--- src/rtl/enemy_lane_scheduler.sv ---
// Per-frame enemy lane sequencer: owns every lane's y position and alive flag and
// walks lanes 0..NLANES-1 one per cycle after each accepted frame tick.
module enemy_lane_scheduler #(
    parameter int unsigned NLANES    = 8,
    parameter int unsigned Y_W       = 10,
    parameter int unsigned Y_SPAWN   = 0,
    parameter int unsigned Y_HIDDEN  = 1023,
    parameter int unsigned Y_LIMIT   = 400,
    parameter int unsigned STEP      = 2,
    parameter int unsigned FRAME_DIV = 4,
    parameter int unsigned KILL_MAX  = 99
) (
    input  logic                  clk,
    input  logic                  rst,
    input  logic                  enb,
    input  logic                  frame_tick,
    input  logic [NLANES-1:0]     spawn_req,
    input  logic [NLANES-1:0]     hit,
    output logic [NLANES*Y_W-1:0] enemy_y,
    output logic [NLANES-1:0]     alive,
    output logic                  busy,
    output logic                  kill_pulse,
    output logic [6:0]            kill_cnt,
    output logic                  breach,
    output logic [NLANES-1:0]     breach_mask
);
    localparam int unsigned IDX_W = (NLANES > 1) ? $clog2(NLANES) : 1;
    localparam int unsigned DIV_W = (FRAME_DIV > 1) ? $clog2(FRAME_DIV) : 1;
    localparam logic [IDX_W-1:0] LastLane = IDX_W'(NLANES - 1);
    localparam logic [DIV_W-1:0] LastDiv  = DIV_W'(FRAME_DIV - 1);
    localparam logic [Y_W-1:0]   YHidden  = Y_W'(Y_HIDDEN);
    localparam logic [Y_W-1:0]   YSpawn   = Y_W'(Y_SPAWN);
    localparam logic [Y_W:0]     YLimit   = (Y_W + 1)'(Y_LIMIT);
    localparam logic [Y_W:0]     YStep    = (Y_W + 1)'(STEP);
    localparam logic [6:0]       KillMax  = 7'(KILL_MAX);

    typedef enum logic [1:0] {StIdle, StScan, StDone} state_e;

    state_e            state_q;
    logic [Y_W-1:0]    y_q [NLANES];
    logic [NLANES-1:0] spawn_p;
    logic [NLANES-1:0] hit_p;
    logic [NLANES-1:0] acc_q;
    logic [IDX_W-1:0]  lane_q;
    logic [DIV_W-1:0]  div_q;
    logic              move_q;

    logic [NLANES-1:0] lane_sel;
    logic [NLANES-1:0] acc_next;
    logic [NLANES-1:0] spawn_clr;
    logic [Y_W-1:0]    cur_y;
    logic [Y_W:0]      y_sum;
    logic              scanning;
    logic              cur_alive;
    logic              do_kill;
    logic              do_breach;
    logic              do_move;
    logic              do_spawn;

    // One shared adder/comparator serves whichever lane the scan is on.
    always_comb begin
        scanning  = (state_q == StScan);
        lane_sel  = '0;
        if (scanning) lane_sel[lane_q] = 1'b1;
        cur_y     = y_q[lane_q];
        cur_alive = alive[lane_q];
        y_sum     = {1'b0, cur_y} + YStep;
        do_kill   = scanning && cur_alive && hit_p[lane_q];
        do_breach = scanning && cur_alive && !hit_p[lane_q] && move_q && (y_sum >= YLimit);
        do_move   = scanning && cur_alive && !hit_p[lane_q] && move_q && (y_sum < YLimit);
        do_spawn  = scanning && !cur_alive && spawn_p[lane_q];
        acc_next  = acc_q | (do_breach ? lane_sel : '0);
        spawn_clr = do_kill ? '0 : lane_sel;
        kill_pulse = do_kill;
        for (int i = 0; i < NLANES; i++) begin
            enemy_y[i*Y_W +: Y_W] = y_q[i];
        end
    end

    always_ff @(posedge clk) begin
        if (rst) begin
            state_q     <= StIdle;
            for (int i = 0; i < NLANES; i++) y_q[i] <= YHidden;
            alive       <= '0;
            busy        <= 1'b0;
            kill_cnt    <= '0;
            breach      <= 1'b0;
            breach_mask <= '0;
            spawn_p     <= '0;
            hit_p       <= '0;
            acc_q       <= '0;
            lane_q      <= '0;
            div_q       <= '0;
            move_q      <= 1'b0;
        end else begin
            // A pulse landing on the lane being processed survives to the next scan.
            spawn_p <= (spawn_p & ~spawn_clr) | (enb ? spawn_req : '0);
            hit_p   <= (hit_p & ~lane_sel) | (enb ? hit : '0);
            unique case (state_q)
                StIdle: begin
                    if (frame_tick && enb) begin
                        state_q <= StScan;
                        busy    <= 1'b1;
                        lane_q  <= '0;
                        move_q  <= (div_q == LastDiv);
                        div_q   <= (div_q == LastDiv) ? '0 : div_q + 1'b1;
                    end
                end
                StScan: begin
                    if (do_kill) begin
                        alive[lane_q] <= 1'b0;
                        y_q[lane_q]   <= YHidden;
                        if (kill_cnt != KillMax) kill_cnt <= kill_cnt + 7'd1;
                    end else if (do_breach) begin
                        alive[lane_q] <= 1'b0;
                        y_q[lane_q]   <= YHidden;
                    end else if (do_move) begin
                        y_q[lane_q]   <= y_sum[Y_W-1:0];
                    end else if (do_spawn) begin
                        alive[lane_q] <= 1'b1;
                        y_q[lane_q]   <= YSpawn;
                    end
                    acc_q <= acc_next;
                    if (lane_q == LastLane) begin
                        state_q <= StDone;
                        busy    <= 1'b0;
                        // Registered here so the pulse is visible during the DONE cycle.
                        if (|acc_next) begin
                            breach      <= 1'b1;
                            breach_mask <= acc_next;
                        end
                    end else begin
                        lane_q <= lane_q + 1'b1;
                    end
                end
                StDone: begin
                    breach  <= 1'b0;
                    acc_q   <= '0;
                    state_q <= StIdle;
                end
                default: state_q <= StIdle;
            endcase
        end
    end

endmodule

--- config.mk ---
export PLATFORM = sky130hd
export DESIGN_NAME = enemy_lane_scheduler
export DESIGN_NICKNAME = d
export VERILOG_FILES = /design/src/rtl/enemy_lane_scheduler.sv
export SDC_FILE = /design/constraint.sdc
export NUM_CORES = 1
export LEC_CHECK = 0
export ABC_CLOCK_PERIOD_IN_PS = 4220
export CAP_MARGIN = 20
export CORE_MARGIN = 1.5
export CORE_UTILIZATION = 53
export DETAILED_ROUTE_END_ITERATION = 16
export GPL_TIMING_DRIVEN = 1
export PLACE_DENSITY = 0.8
export SYNTH_ARGS = -nofsm -noshare
export SYNTH_HDL_FRONTEND = slang
export SYNTH_SLANG_ARGS = --single-unit
--- constraint.sdc ---
create_clock -name clk -period 4.22 [get_ports clk]
set_input_delay 1.055 -clock clk [delete_from_list [all_inputs] [get_ports clk]]
set_output_delay 1.055 -clock clk [all_outputs]
set_load 0.01 [all_outputs]
### Yosys cells after proc, flatten, opt, wreduce, memory -nomap -nowiden

Memory sizes are Yosys's and may differ from the RTL's. A register that Yosys moved wholly into a read port is not among the register bits.
Cells that the tools add are included.

| word-level totals | value |
|---|---|
| register bits | 57 |
| output and inout bits | 106 |
| memories kept | 1 |
| bits in read-only memories | 0 |
| logic and storage cells | 133 |
| latch bits | 0 |
| RAM bits | 80 |
| input bits | 20 |

| cells by class | value |
|---|---|
| bitwise logic cells | 13 |
| eq/ne operators | 10 |
| shift operators | 0 |
| div/mod/pow operators | 0 |
| multiplexer cells | 63 |
| multipliers | 0 |
| reduce and logical (&&, ||, !) cells | 26 |
| $add $sub $neg | 4 |
| order comparisons | 4 |

Memories:

| memory | words | width | read ports | clocked after memory_dff | wr ports | RTL line | source |
|---|---|---|---|---|---|---|---|
| y_q | 8 | 10 | 9 | 1 | 8 | 40 | `logic [Y_W-1:0] y_q [NLANES];` |

Operators by type and width:

| kind | number |
|---|---|
| 8-bit 2-to-1 mux | 9 |
| 10-bit 2-to-1 mux | 4 |
| 1-bit 2-to-1 mux | 33 |
| 8-bit OR | 4 |
| 8-bit bitwise AND | 3 |
| 8-bit inverter | 3 |
| 3-bit AND reduction | 6 |
| 8-bit one-hot mux with 2 select lines | 1 |
| 3-bit 2-to-1 mux | 5 |
| 10-bit by 2-bit adder with 11-bit output, second input constant | 1 |
| 11-bit by 9-bit >= comparator with 1-bit output, second input constant | 1 |
| 11-bit by 9-bit less-than comparator with 1-bit output, second input constant | 1 |
| 1-bit logical AND | 10 |
| 10-bit OR reduction | 1 |
| 1-bit binary-select mux with 3-bit select | 3 |
| 8-bit OR reduction | 1 |
| 7-bit by 1-bit adder with 7-bit output, second input constant | 1 |
| 7-bit != test, second input constant | 1 |
| 2-bit 2-to-1 mux | 3 |
| 3-bit one-hot mux with 2 select lines | 1 |
| 2-bit equality test, second input constant | 2 |
| 3-bit by 4-bit less-than comparator with 1-bit output, second input constant | 1 |
| 2-bit by 1-bit != test with 1-bit output, second input constant | 2 |
| 2-bit != test, second input constant | 2 |
| 15 further kinds | 21 |

### Longest topological paths before layout

| logic depth | value |
|---|---|
| word-level depth | 16 |
| depth in mapped cells | 15 |
| depth with buffers taken out | 10 |

### Worst setup path after synthesis

Ideal clock, no wire load.

| timing | value |
|---|---|
| kind | register to register |
| start point | register (tool-made name) |
| end point | memory y_q[1][0], enable pin |
| setup time | 0.292 ns |
| clock period less this slack | 3.474 ns |
| required time | 3.928 ns |
| arrival | 3.183 ns |
| slack | 0.746 ns |
| cell stages (with the launch flop) | 15 |
| buffers on the path | 4 |
| cells stage by stage | dfxtp_1 -> buf_6 -> buf_8 -> clkinv_1 -> mux2_2 -> ha_1 -> inv_1 -> or3_1 -> clkbuf_1 -> or2_1 -> a221o_1 -> o211ai_2 -> buf_6 -> a21oi_1 -> a211o_1 |

RTL lines:

| what | RTL line |
|---|---|
| to (decl) | 40 |

==> key figures <==
Drt
  • Final wirelength: roughly 21 mm
  • Drt initial violations: 621
  • Vias/cell: ~6.4
  • Number of remaining DRC errors: 0
  • First-pass DRT Iterations: 7
  • Routed length per instance: 22.4 um
  • Post-route ant nets: 0
  • Via count: 5974

Power
  • Net Sw Frac: 0.222
  • Lkg Pwr: 2.82 nW
  • P_sw: about 0.74 mW
  • Clock power frac: 0.490
  • Combinational power share: 0.066
  • VDD IR max: approximately 0.22 mV
  • Power Density: 370 nW/um^2
  • Flop pwr share: 0.443
  • Int Pwr: about 2.6 mW

GRT
  • GRT Total Usage: 0.303
  • Vias in the first global route: 5776
  • Antenna violations before repair: 0
  • First-pass GRT wire length: 32.3 mm
  • Total gr overflow: 0
  • Largest net degree at the start of global routing: 81

Synth
  • Netlist cell types: 67
  • Mapped Area: roughly 7000 um^2
  • Seq cells post-synth: 140
  • Cells after Synth: 632
  • Predominant post-synthesis flop cell: edfxtp_1
  • Post-synth net total: between 600 and 700
  • Post-synth EDFFs: 80
  • Mean Syn Cell Area: between 10 and 15 um^2
  • Async S/R FF share, synth: 0
  • Fraction of the yosys area taken by sequential cells: 0.512
  • Synth warn: 0

Placed design
  • Hpwl dp: 14.3 mm
  • Global placer's final weighted congestion: 0.935
  • Pre-CTS WS: 0.229 ns
  • Placed cell areas: roughly 8400 um^2
  • PortBufs: 125

CTS
  • Clk buf depth: 2
  • H-Tree Level Count: 4
  • CTS tree: done
  • Worst-skew pair later-pin latency: 0.43 ns
  • Clk sinks: 140
  • CTS buffer count: 17
  • CTS clk-pin slew, worst paths: 0.06 ns
  • CTS Root Cell: clkbuf_16

Critical path
  • Critical Path Source Type: register
  • Critical path's top delay family: compound AO/OA/AOI/OAI gates
  • CP bufs+invs: 1
  • CP cell instances: buf_4 -> mux4_2 -> mux2i_1 -> nor4_1 -> a2111o_1 -> nand4_2 -> o211ai_2 -> a21oi_1 -> a211o_1
  • Worst path max stage delay: 0.57 ns
  • Worst-path cell with the longest stage delay: mux4_2
  • CP Capture Type: register
  • Critical path arrival: 4.05 ns
  • Worst EP required: 4.28 ns
  • WS Path Type: register to register
  • Critical path fanouts, max: 11

Floorplanning
  • Die Height: around 120 um
  • DIE AREA: about 14000 um^2
  • I/O pin cnt: 126
  • Initial Utilization: 0.551
  • Chip width: 118 um
  • Core Rows: a little over 40
  • Core footprint: ~13000 um^2

Timing
  • Fin crit period: 3.99 ns
  • Tcrit/Tclk final: 0.946
  • Setup ws final: 0.230 ns
  • Tightest Pin Transition: roughly 1.0 ns
  • Final-report hold violation count: 0
  • Setup TNS Final: 0 ns
  • Worst Skew: 0.00961 ns
  • Max-slew violations: 0
  • Finish-stage setup viols: 0
  • Rel. slew slack: 0.305
  • WHS: 0.484 ns
  • RSZ-0062 raised after global routing: false
  • Top achievable clock speed: around 250 MHz

Finish
  • Share of cells above drive strength 1: 0.121
  • Finished Cell Area: 9050 um^2
  • Final nets: a little under 800
  • Post-layout util: 0.708
  • Multi-input combinational cell area: 3100 um^2
  • Area grow syn2layout: 28.6%
  • N_diodes: 0
  • Most common cell after layout, fill and taps aside: clkdlybuf4s50_1
  • FF+latch area: 3600 um^2
  • Filler cell count: 901
  • Most frequent cells in the layout: 124 x clkdlybuf4s50_1, 80 x edfxtp_1, 60 x dfxtp_1

Run status
  • Status: finished clean

Flow run
  • Max-cap violation count: 0

Hold path
  • Hold Path Class: register to register
==> worst paths after layout <==
kind / depth (start not counted) / slack [ns] / start / endpoint
worst max-delay path: 9 / 0.23 / register / y_q[7][8]$_SDFFCE_PN1P_
worst min-delay path: 2 / 0.48 / spawn_p[7]$_SDFF_PP0_ / spawn_p[7]$_SDFF_PP0_
worst min register to register: 2 / 0.48 / spawn_p[7]$_SDFF_PP0_ / spawn_p[7]$_SDFF_PP0_
worst max register to register: 9 / 0.23 / register / y_q[7][8]$_SDFFCE_PN1P_
==> worst register-to-register path: stages (launching register included) <==
cell and delay [ns]:
dfxtp_1 0.56, buf_4 0.32, mux4_2 0.58, mux2i_1 0.40, nor4_1 0.16, a2111o_1 0.44
nand4_2 0.18, o211ai_2 0.18, a21oi_1 0.26, a211o_1 0.55
==> area by class of cell <==
cell class	instances	area share
repair buffers	145	0.155
multi-input cells	421	0.343
flip-flops and latches	140	0.398
clock buffers	17	0.0470
clock inverters	15	0.0243
inverters	22	0.00912
well taps	172	0.0238
==> state kept, by name (all words and copies together) (netlist names), named ones only <==
signal	flops
y_q	80
acc_q	8
breach_mask	8
hit_p	8
spawn_p	8
kill_cnt	7
lane_q	3
div_q	2
state_q	2
breach	1
busy	1
move_q	1
==> synth_stat cells, types with 4 or more instances <==
cell type / instances / area [um^2]
or3_1: 6 / 37.5
edfxtp_1: 80 / 2400
buf_2: 9 / 45.0
buf_1: 5 / 18.8
a21o_1: 6 / 45.0
a211oi_1: 5 / 37.5
inv_1: 20 / 75.1
nor2b_1: 5 / 31.3
nand4b_1: 45 / 394
buf_6: 4 / 45.0
o21a_1: 7 / 52.6
nand3b_1: 7 / 52.6
dfxtp_1: 60 / 1200
or2_2: 4 / 25.0
o2111ai_1: 12 / 105
nand2_1: 47 / 176
nand4_1: 9 / 56.3
nand3_1: 31 / 155
a22oi_1: 8 / 60.1
o221ai_1: 8 / 70.1
mux2_2: 7 / 78.8
a21oi_1: 31 / 155
a211o_1: 4 / 35.0
o21ai_0: 16 / 80.1
clkbuf_1: 27 / 101
nor3_1: 21 / 105
xor2_1: 7 / 61.3
ha_1: 8 / 100
mux2i_1: 13 / 130
nand2b_1: 18 / 113
nor2_1: 36 / 135
mux4_2: 21 / 473
==> power by group through the flow <==
stage	combinational [mW]	sequential [mW]	clock [mW]
5_1_grt	0.239	1.49	1.70
6_report	0.222	1.49	1.64
3_3_place_gp	0.213	1.51	0
3_5_place_dp	0.218	1.51	0
4_1_cts	0.220	1.49	1.64
2_1_floorplan	0.127	1.51	0
==> timing repair <==
action,4_1_cts,5_1_grt
setup endpoints to repair,0,79
gates resized for setup,0,1
hold buffers,0,0
buffers inserted,0,0
==> layer usage <==
layer / GRT usage / up-vias / part of all wire
met4: 0.0945 / 0 / 0.021
met5: 0 / - / 0
met3: 0.0652 / 39 / 0.087
met1: 0.399 / 2926 / 0.40
li1: - / 2651 / -
met2: 0.501 / 358 / 0.49
==> kinds of logic after synthesis <==
logic type / Yosys count / share of synthesized area
xor+xnor: 10 / 0.0124
compound gates: 116 / 0.115
flops: 140 / 0.512
mux: 42 / 0.0985
simple gates: 245 / 0.201
fa+ha+maj: 8 / 0.0142
buf+inv: 71 / 0.0469
==> metrics by stage <==
step | instances | power (mW)
after floorplan | 632 | 1.64
after global placement | 899 | 1.73
after detailed placement | 899 | 1.73
after CTS | 931 | 3.35
after global routing | 932 | 3.43
final | 932 | 3.35
(Power assumes the default switching activity.)
